`src/rtl/memarb.sv`:
```
// memarb: round-robin arbiter sharing the DDR controller command port among PORTS clients.
// It routes acks and data through a queue of burst owners. Define MEMARB_PRIO_EN to give port 0 absolute priority.
//
//   state | meaning
//   IDLE  | pick a requesting port when a queue slot is free, and latch its command
//   REQ   | drive the latched command until the controller accepts it
module memarb #(
    parameter int PORTS  = 4,
    parameter int QDEPTH = 4
) (
    input  logic                  clk,
    input  logic                  rstn,
    input  logic [PORTS-1:0]      memreq,
    input  logic [PORTS-1:0]      memwr,
    input  logic [23*PORTS-1:0]   memaddr,
    input  logic [2*PORTS-1:0]    memlen,
    input  logic [32*PORTS-1:0]   memwdata,
    output logic [PORTS-1:0]      memready,
    output logic [PORTS-1:0]      memack,
    output logic [31:0]           memrdata,
    output logic                  dreq,
    output logic                  dwr,
    output logic [22:0]           daddr,
    output logic [1:0]            dlen,
    output logic [31:0]           dwdata,
    input  logic                  dready,
    input  logic                  dack,
    input  logic [31:0]           drdata,
    output logic                  err
);
    localparam int PW = $clog2(PORTS);
    localparam int QW = $clog2(QDEPTH);

    typedef enum logic {IDLE, REQ} state_t;

    state_t          state_q, state_d;
    logic [PW-1:0]   rr_q, rr_d, grant_q, grant_d, sel, grant_nxt;
    logic [PW:0]     rr_idx;
    logic            sel_vld;
    logic            wr_q, wr_d;
    logic [22:0]     addr_q, addr_d;
    logic [1:0]      len_q, len_d;
    logic [QW:0]     count_q, count_d;
    logic [QW-1:0]   wptr_q, rptr_q;
    logic [1:0]      bcnt_q, bcnt_d;
    logic            err_q, err_d;
    logic [PW-1:0]   qport_q [QDEPTH];
    logic [1:0]      qlen_q  [QDEPTH];
    logic            push, pop, head_vld;
    logic [PW-1:0]   head_port;

    // First requester at or after rr, wrapping past the last port.
    always_comb begin
        sel     = rr_q;
        sel_vld = 1'b0;
        rr_idx  = '0;
        for (int i = 0; i < PORTS; i++) begin
            rr_idx = {1'b0, rr_q} + (PW+1)'(i);
            if (rr_idx >= (PW+1)'(PORTS)) rr_idx = rr_idx - (PW+1)'(PORTS);
            if (!sel_vld && memreq[rr_idx[PW-1:0]]) begin
                sel_vld = 1'b1;
                sel     = rr_idx[PW-1:0];
            end
        end
`ifdef MEMARB_PRIO_EN
        if (memreq[0]) begin
            sel_vld = 1'b1;
            sel     = '0;
        end
`endif
    end

    assign grant_nxt = (grant_q == PW'(PORTS-1)) ? '0 : grant_q + 1'b1;

    always_comb begin
        state_d  = state_q;
        grant_d  = grant_q;
        wr_d     = wr_q;
        addr_d   = addr_q;
        len_d    = len_q;
        rr_d     = rr_q;
        push     = 1'b0;
        memready = '0;
        case (state_q)
            IDLE: begin
                if (sel_vld && count_q < (QW+1)'(QDEPTH)) begin
                    state_d = REQ;
                    grant_d = sel;
                    wr_d    = memwr[sel];
                    addr_d  = memaddr[int'(sel)*23 +: 23];
                    len_d   = memlen[int'(sel)*2 +: 2];
                end
            end
            REQ: begin
                if (dready) begin
                    memready[grant_q] = 1'b1;
                    push    = 1'b1;
                    state_d = IDLE;
`ifdef MEMARB_PRIO_EN
                    if (grant_q != '0) rr_d = grant_nxt;
`else
                    rr_d = grant_nxt;
`endif
                end
            end
            default: state_d = IDLE;
        endcase
    end

    assign head_vld  = (count_q != '0);
    assign head_port = qport_q[rptr_q];

    always_comb begin
        memack = '0;
        pop    = 1'b0;
        bcnt_d = bcnt_q;
        err_d  = err_q;
        if (dack) begin
            if (head_vld) begin
                memack[head_port] = 1'b1;
                if (bcnt_q == qlen_q[rptr_q]) begin
                    pop    = 1'b1;
                    bcnt_d = '0;
                end else begin
                    bcnt_d = bcnt_q + 2'd1;
                end
            end else begin
                err_d = 1'b1;
            end
        end
    end

    always_comb begin
        dwdata = memwdata[31:0];
        for (int i = 0; i < PORTS; i++)
            if (head_port == PW'(i)) dwdata = memwdata[32*i +: 32];
    end

    assign count_d  = count_q + (QW+1)'(push) - (QW+1)'(pop);
    assign memrdata = drdata;
    assign dreq     = (state_q == REQ);
    assign dwr      = wr_q;
    assign daddr    = addr_q;
    assign dlen     = len_q;
    assign err      = err_q;

    always_ff @(posedge clk or negedge rstn) begin
        if (!rstn) begin
            state_q <= IDLE;
            rr_q    <= '0;
            grant_q <= '0;
            wr_q    <= 1'b0;
            addr_q  <= '0;
            len_q   <= '0;
            count_q <= '0;
            wptr_q  <= '0;
            rptr_q  <= '0;
            bcnt_q  <= '0;
            err_q   <= 1'b0;
            for (int i = 0; i < QDEPTH; i++) begin
                qport_q[i] <= '0;
                qlen_q[i]  <= '0;
            end
        end else begin
            state_q <= state_d;
            rr_q    <= rr_d;
            grant_q <= grant_d;
            wr_q    <= wr_d;
            addr_q  <= addr_d;
            len_q   <= len_d;
            count_q <= count_d;
            bcnt_q  <= bcnt_d;
            err_q   <= err_d;
            if (push) begin
                qport_q[wptr_q] <= grant_q;
                qlen_q[wptr_q]  <= len_q;
                wptr_q          <= wptr_q + 1'b1;
            end
            if (pop) rptr_q <= rptr_q + 1'b1;
        end
    end
endmodule

```
`config.mk`:
```
export PLATFORM = sky130hd
export DESIGN_NAME = memarb
export DESIGN_NICKNAME = d
export VERILOG_FILES = /design/src/rtl/memarb.sv
export SDC_FILE = /design/constraint.sdc
export NUM_CORES = 1
export LEC_CHECK = 0
export CORE_AREA = 2 2 145 147
export CTS_CLUSTER_SIZE = 10
export DETAILED_ROUTE_END_ITERATION = 10
export DIE_AREA = 0 0 147 149
export HOLD_SLACK_MARGIN = 0.02
export PLACE_DENSITY = 0.58
export SLEW_MARGIN = 20
export SYNTH_ARGS = -nofsm -noshare
export SYNTH_HDL_FRONTEND = slang
export SYNTH_SLANG_ARGS = --single-unit
```
`constraint.sdc`:
```
create_clock -name clk -period 6.9 [get_ports clk]
set_input_delay 2.07 -clock clk [delete_from_list [all_inputs] [get_ports clk]]
set_output_delay 2.07 -clock clk [all_outputs]
set_load 0.1 [all_outputs]
```
== Word level (Yosys, flattened, before mapping) ==
Index checks and enable logic that the tools add are counted.
Storage, ports and cells
  register bits after elaboration: 57
  latch bits: 0
  RAM bits: 0
  ROM bits: 0
  input port bits: 272
  output and inout port bits: 100
  word-level logic and storage cells: 129
  memories kept: 0
Operators by class
  $add $sub $neg: 13
  multiply operators: 1
  divide/modulo/power cells: 0
  $lt $le $gt $ge: 17
  equality and inequality tests: 5
  shift operators: 2
  mux-type cells: 53
  bitwise logic cells: 4
  reduce and logical (&&, ||, !) cells: 15
Operators by type and width (number)
  $mux W32: 3
  $shiftx A92 B8 Y23: 1
  $mux W2: 15
  $lt A2 B3 Y1 const B: 7
  $mux W1: 18
  $bwmux W8: 2
  $mux W4: 4
  $ge A3 B3 Y1 const B: 5
  $bmux W1 S2: 5
  $add A2 B1 Y2 const B: 4
  $bmux W2 S2: 2
  $reduce_and A2 Y1: 4
  $shiftx A8 B4 Y2: 1
  $sub A2 B1 Y2 const B: 4
  $logic_and A1 B1 Y1: 7
  $mul A2 B5 Y7 const B: 1
  $add A2 B2 Y3 const B: 2
  $eq A2 B2 Y1 const B: 3
  $not A2 Y3: 2
  $demux W1 S2: 2
  $demux W2 S2: 1
  $ge A2 B1 Y1 const B: 2
  $add A2 B1 Y3 const B: 1
  $add A3 B1 Y3: 1
  other kinds (10): 13

== Logic depth before layout (Yosys ltp) ==
Gate-level depths: netlist of the first run.
  depth after elaboration: 17
  depth in mapped cells: 9
  depth with buffers taken out: 8

== Least setup slack after synthesis of the first run ==
Ideal clock, no wire load.
  path type: input to output
  from: in dack
  to: out memack[0]
  data arrival time: 4.173 ns
  required time: 4.830 ns
  path slack: 0.657 ns
  cell stages on the path: 2
  buffers on the path: 0
  cells stage by stage: nand2b_1 nor3_1
Between the ends
  cells in the longest elaborated chain, start to end: 1
Ends and longest elaborated chain
  start: declaration: RTL line 27  | input logic dack,
  $mux W4: RTL line 118  | if (dack) begin
  end: declaration: RTL line 19  | output logic [PORTS-1:0] memack,
Every way passes these cells.

== Final worst setup path of the first run ==
  from: in dack
  to: out memack[1]
The elaborated chain is that of the path after synthesis.

==> results.tsv, run 1 <==
metric	value	unit
synth.largest_area_cell	dfrtp_1	
synth_cells	394	
synth_area_leaders	dfrtp_1 (33%), mux4_2 (18%), mux2_2 (5.9%)	
fin_skew	0.01012	ns
hold_violations	0	
worstSetupStartpointType	input port	
synth_mux_area_share	27.71	%
clk_path_buf_depth	2	
syn_avg_cell_area	11.13	um2
n_fill_cell	2057	
fin_nets	937	
synth-adder-area-share	3.311	%
synth.distinct_cells	45	
clkTransAtPathRegs	0.06	ns
clockRootBuffer	clkbuf_16	
final_layout_size_suffix_gt1_share	19.42	%
grt_overflow_total	0	
required	4.83	ns
yosys_warnings	0	
coreArea	20560	um2
worstMarginPinSlew	1.042	ns
synth_top_family_by_area	multiplexers	
die_y	149	um
yosysTopAreaCellShare	32.53	%
synth_edf_count	0	
antenna_found_initial	0	
die_w	147	um
grtUsageTotal	16.57	%
start_util	21.33	%
routed_wl	18700	um
rsz0062_at_grt	no	
synth_xor_area_share	1.798	%
arrival	3.46	ns
worstSetupEndpointType	output pin	
status	finished, final reports clean	
cts_sinks	57	
grt_start_max_net_pins	58	
ys_ff_latch	57	
drc_errors	0	
area_growth	73.74	%
cts_made_buffers	9	
crit_fanout	5	
clk_latency	0.34	ns
die-area	21900	um2
critical_path_class	in2out	
grt_pass1_wl	27220	um
wl_per_cell	20.02	um
slew-limit-headroom	30.54	%
cts_resized	0	
synthTopCellsByCount	dfrtp_1 (57), mux4_2 (36), o21ai_0 (35)	
cap_violations	0	
totalNegativeSetupSlack	0	ns
period_minus_slack	5.530	ns
yosys.cell_count.top_type	dfrtp_1	
n_antenna_cell	0	
post-dp-hpwl	14920	um
drv_slew	0	
syn_area	4384	um2
grt_pass1_vias	4628	
setup_viol	0	
drtPass1Iterations	4	
ys_seq_area_share	32.53	%
rows	53	
gp_congestion	0.8847	
ctsHoldBuffers	0	
portBuffers	307	
via_count	4348	
synth-async-reset-ratio	100.0	%
synth-simple-area-share	8.990	%
cts.htree.levels	3	
pin_count	372	
fin_crit_sh	80.14	%
postCtsSetupBuffers	0	
ant_nets	0	
synth_compound_area_share	14.93	%
syn_nets	677	
viasPerCell	4.655	
hold_path_class	reg2reg	
fmax	180.8	MHz
synth_ff_type	dfrtp_1	
drt_first_iter_violations	173	
cts_tree	built	
==> cells by family after synthesis <==
| family | after synthesis |
|---|---|
| buffers and inverters | 72 |
| AOI/OAI and AO/OA | 99 |
| xor gates and xnor gates | 9 |
| DFF | 57 |
| muxes | 72 |
| adders and majority gates | 11 |
| and+or+nand+nor | 74 |
==> worst max-delay path: stages <==
cell and delay [ns]:
clkdlybuf4s50_1 0.53, nor2b_1 0.33, nand2_1 0.09, nor2_1 0.13, buf_4 0.31
==> stage by stage <==
stage,hold slack (ns),cell area [um2],std cells,setup WS (ns),utilization (%)
after detailed placement,0.4435,7321,918,1.389,35.61
after global routing,0.4723,7617,934,1.289,37.05
after CTS,0.4569,7617,934,1.380,37.05
after global placement,0.4532,7321,918,1.428,35.61
after floorplan,0.4446,4384,394,0.6568,-
final,0.4532,7617,934,1.370,37.05
==> sequential cells by signal, indices dropped and copies added, names as in the netlist, 2 cells and up <==
| signal | flops |
|---|---|
| bcnt_q | 2 |
| count_q | 3 |
| daddr | 23 |
| dlen | 2 |
| grant_q | 2 |
| qlen_q | 8 |
| qport_q | 8 |
| rptr_q | 2 |
| rr_q | 2 |
| wptr_q | 2 |
==> final timing paths <==
| path | from | to | slack (ns) | depth (start not counted) |
|---|---|---|---|---|
| worst max-delay path | dack | memack[1] | 1.37 | 5 |
| max in group asynchronous | rstn | qport_q[3]$_DFFE_PN0P_ | 4.49 | 2 |
| min in group asynchronous | rstn | daddr[22]$_DFFE_PN0P_ | 1.89 | 2 |
| worst max register to register | dreq$_DFF_PN0_ | dlen[1]$_DFFE_PN0P_ | 4.02 | 6 |
| worst min register to register | err$_DFFE_PN0P_ | err$_DFFE_PN0P_ | 0.45 | 1 |
| worst min-delay path | err$_DFFE_PN0P_ | err$_DFFE_PN0P_ | 0.45 | 1 |
==> layout by cell type (no fill, tap or decap), drive strengths merged, types with 5 or more instances in the layout <==
cell type	netlist	layout
inv	8	9
nand2	15	15
clkbuf	16	10
ha	10	10
and3	5	5
clkdlybuf4s50	0	266
dfrtp	57	57
nor2	6	6
mux4	36	36
mux2	35	35
xor2	5	5
buf	48	47
nand3	29	29
o21ai	36	36
a221o	25	25
a21oi	28	28
==> metal layers <==
metal  share of wire (%)  GRT usage, %
met2                  52         30.19
met3                 8.6         5.291
met5                   0             0
met1                  37         18.31
met4                 2.1         5.529
==> final cells by class <==
class                      instances  area, um2  area share (%)
timing repair buffer             313       3013           39.55
multi-input combinational        265       2507           32.92
sequential                        57       1426           18.73
tap                              275      344.1           4.517
clock buffer                      10      229.0           3.006
clock inverter                     6      67.56          0.8870
inverter                           8      30.03          0.3942
Power of run 1 is left out: the tool's default activity adds up to more than one toggle a clock period on the data nets, which glitch-free logic cannot reach.
==> run 2, diff against run 1 <==
Clock period 6.9 ns to 5.3 ns, I/O delays scaled along.
==> run 2 against run 1 <==
Die area unchanged. Global-route usage increased by 0.16 points. Core utilization increased by 0.29 points. Register-to-register slack got worse by 1.5 ns. Non-clock buffer count increased by 1. Sequential share of layout area decreased by 0.15 points. Wire length about the same. Cell area increased by 0.79%. Flip-flop and latch count unchanged. Hold slack improved by 0.021 ns. Setup slack got worse by 0.62 ns. Via count about the same. Critical endpoint is now memack[2]. Largest cell class unchanged.
==> results.tsv, run 2 (synthesized netlist as in run 1, its figures left out) <==
metric	value	unit
rsz0062_at_grt	no	
die_y	149	um
final_cell_mix	clkdlybuf4s50_1 (266), dfrtp_1 (57), buf_4 (43)	
routed_wl	18720	um
ant_nets	0	
arrival	2.96	ns
fin_skew	0.004736	ns
ctsHoldBuffers	0	
slew-limit-headroom	31.95	%
drt_first_iter_violations	156	
n_antenna_cell	0	
cts.htree.levels	3	
hold_violations	0	
required	3.71	ns
gp_congestion	0.8338	
regArea	1426	um2
n_fill_cell	2028	
worstMarginPinSlew	1.018	ns
drc_errors	0	
wl_per_cell	20.02	um
grt_pass1_vias	4696	
cts_made_buffers	9	
fin_util	37.35	%
die-area	21900	um2
final_common_cell	clkdlybuf4s50_1	
clkTransAtPathRegs	0.05	ns
cts_resized	0	
fin_nets	938	
post-dp-hpwl	15180	um
totalNegativeSetupSlack	0	ns
grt_start_max_net_pins	47	
clk_latency	0.33	ns
start_util	21.33	%
grt_pass1_wl	27770	um
drv_slew	0	
largest_reg_flops	23	
viasPerCell	4.653	
postCtsSetupBuffers	0	
final_layout_size_suffix_gt1_share	19.55	%
grtUsageTotal	16.73	%
stdcell_count	935	
multiInputGateArea	2510	um2
fmax	219.6	MHz
worstSetupEndpointType	output pin	
die_w	147	um
clockRootBuffer	clkbuf_16	
worstSetupStartpointType	input port	
portBuffers	307	
grt_overflow_total	0	
dpl.cell_count	919	
critical_path_class	in2out	
crit_fanout	5	
antenna_found_initial	0	
clk_path_buf_depth	2	
setup_viol	0	
cts_sinks	57	
fin_crit_sh	85.90	%
rows	53	
cap_violations	0	
coreArea	20560	um2
reg2reg_slack	2.56	ns
hold_path_class	reg2reg	
area_growth	75.11	%
via_count	4351	
cts_tree	built	
status	finished, final reports clean	
finalHoldWorstSlack	0.4743	ns
period_minus_slack	4.553	ns
drtPass1Iterations	4	
pin_count	372	
==> run 2: critical path, cell delays in order <==
cell and delay, ns:
clkdlybuf4s50_1 0.51, nor2b_1 0.35, nand2_1 0.10, nor2_1 0.21
buf_12 0.21
==> run 2: final timing paths <==
check	end	cells after the start	from
max	memack[2]	5	dack
min	err$_DFFE_PN0P_	1	err$_DFFE_PN0P_
max reg2reg	count_q[1]$_DFF_PN0_	7	rptr_q[0]$_DFFE_PN0P_
min reg2reg	err$_DFFE_PN0P_	1	err$_DFFE_PN0P_
max in group asynchronous	count_q[2]$_DFF_PN0_	2	rstn
min in group asynchronous	daddr[15]$_DFFE_PN0P_	1	rstn
==> run 2: routing by layer <==
metal | wire [um] | vias up | global-route usage [%] | share of wire, %
met1 | 6804 | 2088 | 18.29 | 36
met3 | 1671 | 32 | 5.719 | 8.9
met4 | 285 | 0 | 4.808 | 1.5
met5 | 0 | - | 0 | 0
li1 | - | 2001 | - | -
met2 | 9953 | 230 | 30.82 | 53
==> run 2: stage by stage <==
step	instance area (um2)	setup slack, ns
global placement	7378	0.7845
CTS	7675	0.5793
detailed placement	7378	0.7691
global route	7677	0.6594
finish	7677	0.7473
floorplan	4384	0.01678
==> run 2: cell type report <==
type,instances,area share (%)
well taps,275,4.482
flip-flops and latches,57,18.58
inverters,8,0.3911
clock buffers,10,2.982
clock inverters,6,0.8801
repair buffers,314,39.99
multi-input cells,265,32.69
Power of run 2 is left out for the same reason.
==> patch 1 (config.mk and constraints of run 2) <==
Build with the macro `MEMARB_PRIO_EN` defined.
--- a/src/rtl/memarb.sv
+++ b/src/rtl/memarb.sv
@@ -5,4 +5,6 @@
 //   IDLE  | pick a requesting port when a queue slot is free, and latch its command
 //   REQ   | drive the latched command until the controller accepts it
+`define MEMARB_PRIO_EN
+
 module memarb #(
     parameter int PORTS  = 4,
Function: changed (a bounded check fails within 4 cycles, from zero or initial values and one cycle with rstn low).
==> patch 1 against run 2 <==
- worst setup slack lost 16 ps
- sequential cell count unchanged
- wire length increased by 2.3%
- synthesized area is 4.4% lower
- non-clock buffer count grew 5
- cell area fell by 1.8%
- highest routed layer is now met5
- die area did not move
- largest cell class unchanged
- clock skew grew 9.2 ps
- synthesized cell count shrank 9.1%
- critical endpoint is now dwdata[27]
==> patch 1: results (changes against run 2) <==
DR top layer met5 (was met4); post-route clock skew 14.0 ps (was 4.74 ps); dpl hpwl 16.4 mm (was 15.2 mm); Layout Nets 913 (was 938); min-delay src err (unchanged); Crit path arrival time 2980 ps (was 2960 ps); first-pass GRT wire length 27.2 mm (was 27.8 mm); pre-CTS setup slack 773 ps (was 769 ps); Synth Area in XOR/XNOR 1.88% (was 1.80%); Post-DP Area 7240 µm² (was 7380 µm²); WL met3 2.11 mm (was 1.67 mm); largest net degree at the start of global routing 58 (was 47); synth top area cells dfrtp_1 (34%), mux4_2 (17%), mux2i_1 (12%) (was dfrtp_1 (33%), mux4_2 (18%), mux2_2 (5.9%)); met2 routed WL 9.66 mm (was 9.95 mm); DR vias/cell 4.49 (was 4.65); final WL 19.1 mm (was 18.7 mm); status completed (unchanged); Seq/Total Area, Yosys 34.0% (was 32.5%); worst hold slack 467 ps (was 474 ps); Routed met1 length 6.74 mm (was 6.80 mm); r2r setup slk 2580 ps (was 2560 ps); Worst Path Max Fanout 27 (was 5); Worst Tran Pin Value 1040 ps (was 1020 ps); largest stage delay on the critical path 1000 ps (was 510 ps); routability cong. 0.982 (was 0.834); Distinct cells, synth 32 (was 45); drt wl/cell 21.0 µm (was 20.0 µm); synth cell count leaders dfrtp_1 (57), mux2i_1 (52), nand2_1 (43) (was dfrtp_1 (57), mux4_2 (36), o21ai_0 (35)); worst-path cell with the longest stage delay mux4_2 (was clkdlybuf4s50_1); Mean Syn Cell Area 11.7 µm² (was 11.1 µm²); initial DRC count 152 (was 156); GR Util met1 18.2% (was 18.3%); Inst Count DP 894 (was 919); fraction of layout cells with a size suffix above 1 17.8% (was 19.5%); gr usage total 17.0% (was 16.7%); antenna violations before repair 2 (was 0); mux share of post-synthesis cell area 34.9% (was 27.7%); CP endpoint dwdata[27] (was memack[2]); fillers 2031 (was 2028); met3 GRT Util 7.49% (was 5.72%)
-- patch 1: cell types whose count changed after synthesis, sizes merged, moves of 3 or more --
cell / run 2 / this run
mux2i: 1 / 52
nand2: 15 / 43
a221o: 25 / 0
o21ai: 36 / 13
clkbuf: 16 / 11
o221ai: 0 / 26
nand3: 29 / 4
mux2: 35 / 10
a21oi: 28 / 1
nor2: 6 / 9
-- patch 1: area by class of cell --
class	instances	area share [%]
well taps	275	4.56
clock inverters	7	1.03
clock buffers	9	2.99
inverters	10	0.498
multi-input cells	233	31.0
flip-flops and latches	57	18.9
repair buffers	319	41.0
-- patch 1: power by group --
group          leakage, nW  total [mW]  switching (mW)  internal (mW)
Clock                0.146       0.591           0.224          0.367
Sequential           0.704       0.822           0.172          0.650
Combinational         2.37        4.39            3.15           1.24
Total                 3.22        5.80            3.55           2.25
-- patch 1: worst register-to-register path: stages, from the launching register on --
cell,delay [ps]
dfrtp_1,530
mux4_2,590
xor2_1,170
nor3_2,360
ha_1,310
inv_1,60
ha_1,150
fa_1,430
==> patch 2 (flow settings as in run 2) <==
Without the edit above. Take the reset off `addr_q` and load it in a clocked block of its own.
--- a/src/rtl/memarb.sv
+++ b/src/rtl/memarb.sv
@@ -151,5 +151,4 @@
             grant_q <= '0;
             wr_q    <= 1'b0;
-            addr_q  <= '0;
             len_q   <= '0;
             count_q <= '0;
@@ -167,5 +166,4 @@
             grant_q <= grant_d;
             wr_q    <= wr_d;
-            addr_q  <= addr_d;
             len_q   <= len_d;
             count_q <= count_d;
@@ -180,4 +178,8 @@
         end
     end
+
+    always_ff @(posedge clk) begin
+        addr_q <= addr_d;
+    end
 endmodule
 
Function: changed (Yosys sat finds a counterexample within 4 cycles, from zero or initial values and one cycle with rstn low).
==> patch 2 against run 2 <==
- cell area fell by 0.83%
- worst setup slack got worse by 73 ps
- synthesized area fell by 2.1%
- register-to-register slack improved by 30 ps
- via count fell by 12%
- wire length fell by 2.5%
- die area did not move
- sequential cell count did not move
Power is not shown: default switching activity piles up to over one toggle a cycle in this logic, so the estimate is an artifact.
==> patch 2: results (changes against run 2) <==
routability cong. 0.808 (was 0.834); RR Endpoint count_q[1] (unchanged); synth cell count leaders mux2i_1 (69), buf_4 (34), dfrtp_1 (34) (was dfrtp_1 (57), mux4_2 (36), o21ai_0 (35)); reg-to-reg startpoint rptr_q[0] (unchanged); fraction of layout cells with a size suffix above 1 17.2% (was 19.5%); residual DRC count 0 (unchanged); min-delay src err (unchanged); root buf cell clkbuf_16 (unchanged); synth top area cells dfrtp_1 (20%), mux4_2 (16%), edfxtp_1 (16%) (was dfrtp_1 (33%), mux4_2 (18%), mux2_2 (5.9%)); CTS buffer count 9 (unchanged); Distinct cells, synth 40 (was 45); yosys warns 0 (unchanged); first-pass GRT wire length 26.0 mm (was 27.8 mm); final WL 18.2 mm (was 18.7 mm); largest net degree at the start of global routing 49 (was 47); Largest register FFs 23 (unchanged); Post-CTS Setup Inserts 0 (unchanged); worst min path class reg2reg (unchanged); Crit path arrival time 3040 ps (was 2960 ps); DR vias/cell 4.30 (was 4.65); clk slew on worst S/H paths 50 ps (about the same); initial DRC count 86 (was 156); fillers 2029 (was 2028); Synth Area in Adders 3.38% (was 3.31%); post-cts sizing count 0 (unchanged); gr usage total 16.3% (was 16.7%); DRT Pass-1 Iters 4 (unchanged); met2 usage 31.1% (was 30.8%); vias in the first global route 4103 (was 4696); r2r setup slk 2590 ps (was 2560 ps); Seq/Total Area, Yosys 35.9% (was 32.5%); dpl hpwl 15.8 mm (was 15.2 mm); FF-to-FF path depth 7 (unchanged); asr flop ratio synth 59.6% (was 100%); Port-buffer cells 307 (unchanged); Routed Antenna Nets 0 (unchanged); post-route clock skew 10.5 ps (was 4.74 ps); Slew HR 26.4% (was 32.0%); GR Util met1 16.9% (was 18.3%); hold path endpoint err (unchanged); Layout Nets 889 (was 938); status completed (unchanged); syn_nets 618 (was 677); Worst Path Max Fanout 31 (was 5); Post-synth EDFFs 23 (was 0); Synth Area in Compound Gates 4.26% (was 14.9%); antenna violations before repair 3 (was 0); Synth Area in XOR/XNOR 1.84% (was 1.80%); mux share of post-synthesis cell area 38.8% (was 27.7%); hold path depth 1 (unchanged)
==> patch 2: changes by cell type after synthesis, moves of 22 or more <==
cell / delta
nand3_1: -22
mux2i_1: +68
edfxtp_1: +23
dfrtp_1: -23
a21oi_1: -26
a221o_1: -22
==> patch 2: worst max-delay path: stages, from the launching register on <==
cell     delay, ps
dfrtp_1        500
mux4_2        1070
buf_4          320
mux4_2         540
buf_4          250
==> patch 2: through the flow <==
stage               area, µm²  instances  util, %  hold slack, ps  setup WS, ps
floorplan                4290        335        -             445          16.8
global placement         7320        870     35.6             447           703
detailed placement       7320        870     35.6             451           717
CTS                      7610        885     37.0             463           542
global route             7610        886     37.0             481           447
finish                   7610        886     37.0             461           674
==> patch 2: cells by family (layout without fill, tap and decap cells) <==
kind of cell,Yosys count,in the layout
buffers and inverters,62,337
muxes,118,118
other,0,1
adders and majority gates,11,11
DFF,57,57
and+or+nand+nor,49,49
xor gates and xnor gates,9,9
AOI/OAI and AO/OA,29,29
==> patch 2: layout make-up <==
class,count,area [µm²],share of cell area (%)
Tap cell,275,344,4.52
Antenna cell,1,2.50,0.0329
Sequential cell,57,1540,20.2
Multi-Input combinational cell,216,2340,30.7
Inverter,10,37.5,0.493
Clock inverter,3,41.3,0.542
Timing Repair Buffer,312,3060,40.2
Clock buffer,12,246,3.24
==> patch 2: per-layer routing <==
| metal | share of wire (%) | vias to the layer above | wire length [µm] |
|---|---|---|---|
| met4 | 1.0 | 4 | 187 |
| met2 | 56 | 192 | 10200 |
| li1 | - | 1786 | - |
| met5 | 0.17 | - | 31 |
| met3 | 8.7 | 26 | 1590 |
| met1 | 34 | 1805 | 6280 |
==> patch 2: worst max path at each step <==
stage | start | to | slack (ps) | depth (start not counted)
floorplan | dack | memack[0] | 20 | 2
global placement | memwdata[109] | dwdata[13] | 700 | 3
detailed placement | memwdata[109] | dwdata[13] | 720 | 3
CTS | rptr_q[0] | dwdata[30] | 540 | 4
global route | rptr_q[0] | dwdata[30] | 450 | 4
finish | rptr_q[0] | dwdata[30] | 670 | 4
